<file path="src/rtl/alu_uart_host.sv">
// ---------------------------------------------------------------------------
// alu_uart_host
//
// Host side of the ALU-over-UART link. On a start request it sends operand A,
// operand B and the opcode as three 8N1 frames, each followed by a short
// idle-high gap. It then waits for the single result frame from the ALU board
// and reports one of three outcomes as a one-cycle pulse: a good result, a
// timeout (no start bit arrived), or a framing error (stop bit sampled low).
//
// Ports
//   i_clock         system clock
//   i_reset         asynchronous, active-high reset
//   i_start         transaction request, honoured only while o_busy is low
//   i_data_a        operand A, captured when the request is accepted
//   i_data_b        operand B, captured when the request is accepted
//   i_op            ALU opcode, captured when the request is accepted
//   i_rx            serial line from the ALU board (asynchronous, idle high)
//   o_tx            serial line to the ALU board (idle high)
//   o_busy          a transaction is in progress
//   o_result        most recent good result byte
//   o_result_valid  one-cycle pulse when o_result is updated
//   o_timeout       one-cycle pulse when no response start bit arrived in time
//   o_frame_err     one-cycle pulse when the response stop bit was low
// ---------------------------------------------------------------------------
module alu_uart_host #(
   parameter int LIMITE       = 163,
   parameter int NB_CONTA     = 8,
   parameter int N_BITS       = 8,
   parameter int N_TICKS      = 16,
   parameter int N_BITS_OP    = 6,
   parameter int GAP_BITS     = 1,
   parameter int TIMEOUT_BITS = 30
) (
   input  logic                 i_clock,
   input  logic                 i_reset,
   input  logic                 i_start,
   input  logic [N_BITS-1:0]    i_data_a,
   input  logic [N_BITS-1:0]    i_data_b,
   input  logic [N_BITS_OP-1:0] i_op,
   input  logic                 i_rx,
   output logic                 o_tx,
   output logic                 o_busy,
   output logic [N_BITS-1:0]    o_result,
   output logic                 o_result_valid,
   output logic                 o_timeout,
   output logic                 o_frame_err
);

   // Counter widths. The bit counter is shared by the data bits and the gap
   // bit periods, so it is sized for whichever of the two is longer.
   localparam int TICK_W  = (N_TICKS > 1) ? $clog2(N_TICKS) : 1;
   localparam int BIT_MAX = (GAP_BITS > N_BITS) ? GAP_BITS : N_BITS;
   localparam int BIT_W   = $clog2(BIT_MAX + 1);
   localparam int WAIT_W  = $clog2(TIMEOUT_BITS + 1);

   localparam logic [NB_CONTA-1:0] DIV_LAST  = NB_CONTA'(LIMITE - 1);
   localparam logic [TICK_W-1:0]   TICK_LAST = TICK_W'(N_TICKS - 1);
   localparam logic [TICK_W-1:0]   TICK_MID  = TICK_W'(N_TICKS / 2 - 1);
   localparam logic [BIT_W-1:0]    DATA_LAST = BIT_W'(N_BITS - 1);
   localparam logic [BIT_W-1:0]    GAP_LAST  = BIT_W'((GAP_BITS > 0) ? GAP_BITS - 1 : 0);
   localparam logic [WAIT_W-1:0]   WAIT_LAST = WAIT_W'(TIMEOUT_BITS - 1);

   typedef enum logic [3:0] {
      IDLE,
      TX_START,
      TX_DATA,
      TX_STOP,
      TX_GAP,
      RX_WAIT,
      RX_START,
      RX_DATA,
      RX_STOP
   } state_t;

   state_t state;
   state_t state_next;

   logic                 rx_meta;
   logic                 rx_sync;
   logic [NB_CONTA-1:0]  div_cnt;
   logic                 tick;
   logic                 tick_last;
   logic [TICK_W-1:0]    tick_cnt;
   logic [BIT_W-1:0]     bit_cnt;
   logic [1:0]           frame_idx;
   logic [WAIT_W-1:0]    wait_cnt;
   logic [N_BITS-1:0]    tx_shift;
   logic [N_BITS-1:0]    rx_shift;
   logic [N_BITS-1:0]    b_reg;
   logic [N_BITS_OP-1:0] op_reg;

   logic accept;
   logic tx_shift_en;
   logic bit_inc;
   logic frame_end;
   logic frame_adv;
   logic rx_sample;
   logic wait_clr;
   logic wait_inc;
   logic valid_next;
   logic timeout_next;
   logic ferr_next;
   logic tx_next;

   // Two-flop synchronizer for the incoming serial line. Both flops reset to
   // the idle level so a reset never looks like a start bit.
   always_ff @(posedge i_clock or posedge i_reset) begin
      if (i_reset) begin
         rx_meta <= 1'b1;
         rx_sync <= 1'b1;
      end else begin
         rx_meta <= i_rx;
         rx_sync <= rx_meta;
      end
   end

   // Baud divider producing one tick every LIMITE clocks. It is restarted when
   // a request is accepted so every transmitted bit has an exact length
   // measured from the acceptance edge.
   always_ff @(posedge i_clock or posedge i_reset) begin
      if (i_reset) begin
         div_cnt <= '0;
      end else if (accept || tick) begin
         div_cnt <= '0;
      end else begin
         div_cnt <= div_cnt + NB_CONTA'(1);
      end
   end

   assign tick      = (div_cnt == DIV_LAST);
   assign tick_last = tick && (tick_cnt == TICK_LAST);

   // FSM state register.
   always_ff @(posedge i_clock or posedge i_reset) begin
      if (i_reset) begin
         state <= IDLE;
      end else begin
         state <= state_next;
      end
   end

   // Next-state logic plus the control strobes for the datapath. A frame ends
   // either after the gap or, with no gap configured, right after the stop
   // bit; the frame index then decides between the next frame and listening
   // for the response. In RX_WAIT a low line wins over an expiring timeout.
   // The serial output is computed from the next state so it can be
   // registered and still change on the same edge as the state.
   always_comb begin
      state_next   = state;
      accept       = 1'b0;
      tx_shift_en  = 1'b0;
      bit_inc      = 1'b0;
      frame_end    = 1'b0;
      frame_adv    = 1'b0;
      rx_sample    = 1'b0;
      wait_clr     = 1'b0;
      wait_inc     = 1'b0;
      valid_next   = 1'b0;
      timeout_next = 1'b0;
      ferr_next    = 1'b0;
      tx_next      = 1'b1;

      case (state)
         IDLE: begin
            if (i_start) begin
               accept     = 1'b1;
               state_next = TX_START;
            end
         end
         TX_START: begin
            if (tick_last) begin
               state_next = TX_DATA;
            end
         end
         TX_DATA: begin
            if (tick_last) begin
               tx_shift_en = 1'b1;
               bit_inc     = 1'b1;
               if (bit_cnt == DATA_LAST) begin
                  state_next = TX_STOP;
               end
            end
         end
         TX_STOP: begin
            if (tick_last) begin
               if (GAP_BITS > 0) begin
                  state_next = TX_GAP;
               end else begin
                  frame_end = 1'b1;
               end
            end
         end
         TX_GAP: begin
            if (tick_last) begin
               bit_inc = 1'b1;
               if (bit_cnt == GAP_LAST) begin
                  frame_end = 1'b1;
               end
            end
         end
         RX_WAIT: begin
            if (!rx_sync) begin
               state_next = RX_START;
            end else if (tick_last) begin
               wait_inc = 1'b1;
               if (wait_cnt == WAIT_LAST) begin
                  timeout_next = 1'b1;
                  state_next   = IDLE;
               end
            end
         end
         RX_START: begin
            if (tick && (tick_cnt == TICK_MID)) begin
               state_next = rx_sync ? RX_WAIT : RX_DATA;
            end
         end
         RX_DATA: begin
            if (tick_last) begin
               rx_sample = 1'b1;
               bit_inc   = 1'b1;
               if (bit_cnt == DATA_LAST) begin
                  state_next = RX_STOP;
               end
            end
         end
         RX_STOP: begin
            if (tick_last) begin
               state_next = IDLE;
               if (rx_sync) begin
                  valid_next = 1'b1;
               end else begin
                  ferr_next = 1'b1;
               end
            end
         end
         default: begin
            state_next = IDLE;
         end
      endcase

      if (frame_end) begin
         if (frame_idx == 2'd2) begin
            state_next = RX_WAIT;
            wait_clr   = 1'b1;
         end else begin
            state_next = TX_START;
            frame_adv  = 1'b1;
         end
      end

      case (state_next)
         TX_START: tx_next = 1'b0;
         TX_DATA:  tx_next = tx_shift_en ? tx_shift[1] : tx_shift[0];
         default:  tx_next = 1'b1;
      endcase
   end

   // Datapath. Tick and bit counters restart on every state change, which
   // gives RX_WAIT a fresh bit period on entry and lines RX_START up with the
   // falling edge. The timeout counter is only cleared when leaving the
   // transmit side, so a rejected glitch does not extend the timeout.
   always_ff @(posedge i_clock or posedge i_reset) begin
      if (i_reset) begin
         o_tx           <= 1'b1;
         tick_cnt       <= '0;
         bit_cnt        <= '0;
         frame_idx      <= '0;
         wait_cnt       <= '0;
         tx_shift       <= '0;
         rx_shift       <= '0;
         b_reg          <= '0;
         op_reg         <= '0;
         o_result       <= '0;
         o_result_valid <= 1'b0;
         o_timeout      <= 1'b0;
         o_frame_err    <= 1'b0;
      end else begin
         o_tx           <= tx_next;
         o_result_valid <= valid_next;
         o_timeout      <= timeout_next;
         o_frame_err    <= ferr_next;

         if (state_next != state) begin
            tick_cnt <= '0;
         end else if (tick) begin
            tick_cnt <= (tick_cnt == TICK_LAST) ? '0 : tick_cnt + TICK_W'(1);
         end

         if (state_next != state) begin
            bit_cnt <= '0;
         end else if (bit_inc) begin
            bit_cnt <= bit_cnt + BIT_W'(1);
         end

         if (accept) begin
            frame_idx <= '0;
            tx_shift  <= i_data_a;
            b_reg     <= i_data_b;
            op_reg    <= i_op;
         end else if (frame_adv) begin
            frame_idx <= frame_idx + 2'd1;
            tx_shift  <= (frame_idx == 2'd0) ? b_reg : N_BITS'(op_reg);
         end else if (tx_shift_en) begin
            tx_shift <= tx_shift >> 1;
         end

         if (wait_clr) begin
            wait_cnt <= '0;
         end else if (wait_inc) begin
            wait_cnt <= wait_cnt + WAIT_W'(1);
         end

         if (rx_sample) begin
            rx_shift <= {rx_sync, rx_shift[N_BITS-1:1]};
         end

         if (valid_next) begin
            o_result <= rx_shift;
         end
      end
   end

   assign o_busy = (state != IDLE);

endmodule
</file>
<file path="config.mk">
export PLATFORM = sky130hd
export DESIGN_NAME = alu_uart_host
export DESIGN_NICKNAME = d
export VERILOG_FILES = /design/src/rtl/alu_uart_host.sv
export SDC_FILE = /design/constraint.sdc
export NUM_CORES = 1
export LEC_CHECK = 0
export CAP_MARGIN = 10
export CELL_PAD_IN_SITES_DETAIL_PLACEMENT = 1
export CELL_PAD_IN_SITES_GLOBAL_PLACEMENT = 2
export CORE_MARGIN = 8
export CORE_UTILIZATION = 32
export DETAILED_ROUTE_END_ITERATION = 8
export GPL_TIMING_DRIVEN = 0
export PLACE_DENSITY_LB_ADDON = 0.1
export SETUP_SLACK_MARGIN = 0.15
export SLEW_MARGIN = 30
export SYNTH_ARGS = -nofsm -noshare
export SYNTH_HDL_FRONTEND = slang
export SYNTH_SLANG_ARGS = --single-unit
</file>
<file path="constraint.sdc">
create_clock -name i_clock -period 2.05 [get_ports i_clock]
set_input_delay 0.3075 -clock i_clock [delete_from_list [all_inputs] [get_ports i_clock]]
set_output_delay 0.3075 -clock i_clock [all_outputs]
set_load 0.05 [all_outputs]
</file>
==> results.yml <==
synth:
  async_flop_share: 1.00
  synth_seq_cells: 71
  syn_area_sq_mm: 0.00347
  synth_area_per_cell_sq_um: 9.73
  yosysSeqAreaShare: 0.513
  yosysWarnings: 0
  syn_inst: 357
  netlist.area_leader.share: 0.490
  synth_cell_types: 58
  synthTopCellsByArea: "dfrtp_1 49%, nand2_1 10%, nor2_1 3.6%"
  syn_nets: 392
  yosysTopAreaCell: "dfrtp_1"
  synth_edf_count: 0
  synth_ff_type: "dfrtp_1"
layout:
  seq_area_sq_mm: 0.00178
  final_nets: 470
  n_fill_cell: 1205
  final_cells: 580
  final_util: 0.456
  drive_above_1_share: 0.270
  multiInputGateArea_sq_mm: 0.00184
  antenna_cells: 0
  design_area_sq_mm: 0.00488
  areaGrowthSynthToFinish_pct: 40.5
sta:
  period_minus_slack_ps: 2300
  slew_headroom: 0.546
  setup_slack_ps: -250
  timing.fmax_mhz: 435
  finalHoldViolCount: 0
  finalSetupTns_ps: -2210
  setup_viol: 14
  tightest_slew_ps: 676
  min_period_over_period: 1.12
  rsz0062_at_grt: "true"
  drv_slew: 0
  hold_slack_ps: 304
  skew_ps: 13.5
detailed_routing:
  routed-via-count: 2811
  via_per_inst: 4.85
  detail_route.wl_per_cell_um: 15.4
  antenna_left: 0
  routed_wl_mm: 8.92
  first_pass_iters: 5
  drt-initial-drc-count: 91
  drc_errors: 0
power:
  power_switching_share: 0.217
  internal_power_mw: 2.27
  p_total_mw: 2.90
  powerDensity_mw_per_mm2: 594
  p_switching_uw: 630
  seqPwrFrac: 0.485
  p_comb_frac: 0.032
  clkPwrFrac: 0.484
  power_leakage_nw: 2.21
  irDropWorstVdd_mv: 0.325
global_routing:
  antenna_found_initial: 0
  grt_usage: 0.132
  grt_max_degree: 28
  gr-total-overflow: 0
  grt_pass1_wl_mm: 15.5
  grt_pass1_vias: 3066
job:
  max-cap-violations: 0
clock_tree:
  cts_tree: "yes"
  numCtsBuffers: 9
  htree_levels: 3
  clkTransAtPathRegs_ps: 90
  clock_latency_ps: 350
  clock_path_buffers: 2
  cts_num_sinks: 71
  clk_root_buffer_cell: "clkbuf_8"
  cts_hold_buf: 0
critical_path:
  worstPathMaxFanout: 5
  path_cells: "inv_1 -> ha_2 -> nor3b_4 -> buf_6 -> and3_4 -> buf_6 -> a21oi_1 -> a2111o_1 -> or2_1 -> a211o_1"
  slowest_stage: "a2111o_1"
  endpoint_kind: "flop"
  critical_path_class: "reg2reg"
  crit_arrival_ps: 2580
  required_ps: 2330
  crit_top_cell: "buf_6"
  start_kind: "flop"
  cp_slowest_stage_delay_ps: 430
floorplanning:
  core_sq_mm: 0.0107
  die_area_sq_mm: 0.0144
  die_y_um: 120
  boundaryPins: 39
  num_rows: 38
  die_w_um: 120
  initial_core_util: 0.325
placement:
  dp_hpwl_mm: 6.06
  pre_cts_ws_ps: -528
  gp_congestion: 0.760
  numPortBuffers: 38
  placedInstanceArea_sq_mm: 0.00409
  place_inst: 537
hold_path:
  hold_class: "in2async"
status:
  violations: "negative setup slack"
  status: "finished, violations left"
[worst max-delay path: cells and delay by family (launching register included)]
family	cells	cell delay, ps
AOI/OAI and AO/OA	3	800
and+or+nand+nor	3	580
DFF	1	390
buffers and inverters	3	320
adders and majority gates	1	150
[layer usage]
metal / routed length [um] / track usage / vias to the layer above
met1: 4190 / 0.163 / 1384
met4: 127 / 0.0390 / 0
met5: 0 / 0 / -
li1: - / - / 1373
met2: 4240 / 0.219 / 40
met3: 364 / 0.0399 / 14
[power by group through the flow]
stage	clock network [mW]	registers (mW)	logic (mW)
2_1_floorplan	0	1.43	0.0245
3_3_place_gp	0	1.43	0.0848
3_5_place_dp	0	1.43	0.0948
4_1_cts	1.44	1.40	0.0956
5_1_grt	1.49	1.40	0.102
6_report	1.40	1.40	0.0917
[logic make-up (layout without fill, tap and decap cells)]
group	Yosys count	count (layout)	share of synthesized area
AO/OA/AOI/OAI	42	42	0.0941
multiplexers	17	17	0.0526
adder cells (fa/ha/maj)	9	9	0.0324
AND/OR/NAND/NOR	176	176	0.236
flip-flops	71	71	0.513
XOR/XNOR	16	16	0.0404
buffers and inverters	26	109	0.0317
[cells in the final DEF (no fill, tap or decap), types with 7 or more instances in the layout]
master           netlist  layout
buf_4                  0      14
buf_6                  1      12
clkbuf_8               0      10
clkdlybuf4s50_1        0      36
dfrtp_1               68      68
ha_1                   9       7
inv_1                 11      10
mux2_4                 0       9
mux2i_1                7       7
nand2_1               95      92
nand3_1                8       7
nand4_1                7       7
nor2_1                33      23
xor2_1                10      10
[synthesized netlist by cell type, types with 2 or more instances]
cell	count
dfrtp_1	68
or3_1	2
nand3b_1	2
and3_1	8
clkbuf_1	8
inv_1	11
nor3b_1	2
a21oi_1	7
a31oi_1	2
xnor2_1	6
xor2_1	10
nand2_1	95
o31a_1	2
a21o_1	6
o21ai_1	2
nor2b_1	2
mux2_2	9
nor2_1	33
a32oi_1	2
mux2i_1	7
nand3_1	8
buf_2	3
nand4_1	7
nor3_1	3
ha_1	9
dfstp_2	3
a221oi_1	6
o31ai_1	4
[cell type report]
cell class                 instances  area share
sequential                        71       0.365
clock buffer                       9      0.0254
tap                              140      0.0359
clock inverter                     7      0.0246
timing repair buffer              67       0.139
buffer                            14      0.0226
inverter                          12      0.0110
multi-input combinational        260       0.377
[path summary, 6_finish.rpt]
check	from	end	slack [ps]	depth (start not counted)
setup / recovery	div_cnt[0]	o_tx	-250	10
hold / removal	i_reset	o_timeout	300	2
setup reg to reg	div_cnt[0]	o_tx	-250	10
hold reg to reg	rx_meta	rx_sync	370	0
max in group asynchronous	i_reset	o_tx	990	4
min in group i_clock	i_rx	rx_meta	360	1
[timing repair]
item | CTS | global route
endpoints found under the setup margin | 64 | 64
gates cloned | 1 | 0
pin swaps | 16 | 15
setup buffers | 20 | 6
gates resized for setup | 53 | 42
No activity file was read; power rests on OpenSTA's default activity.
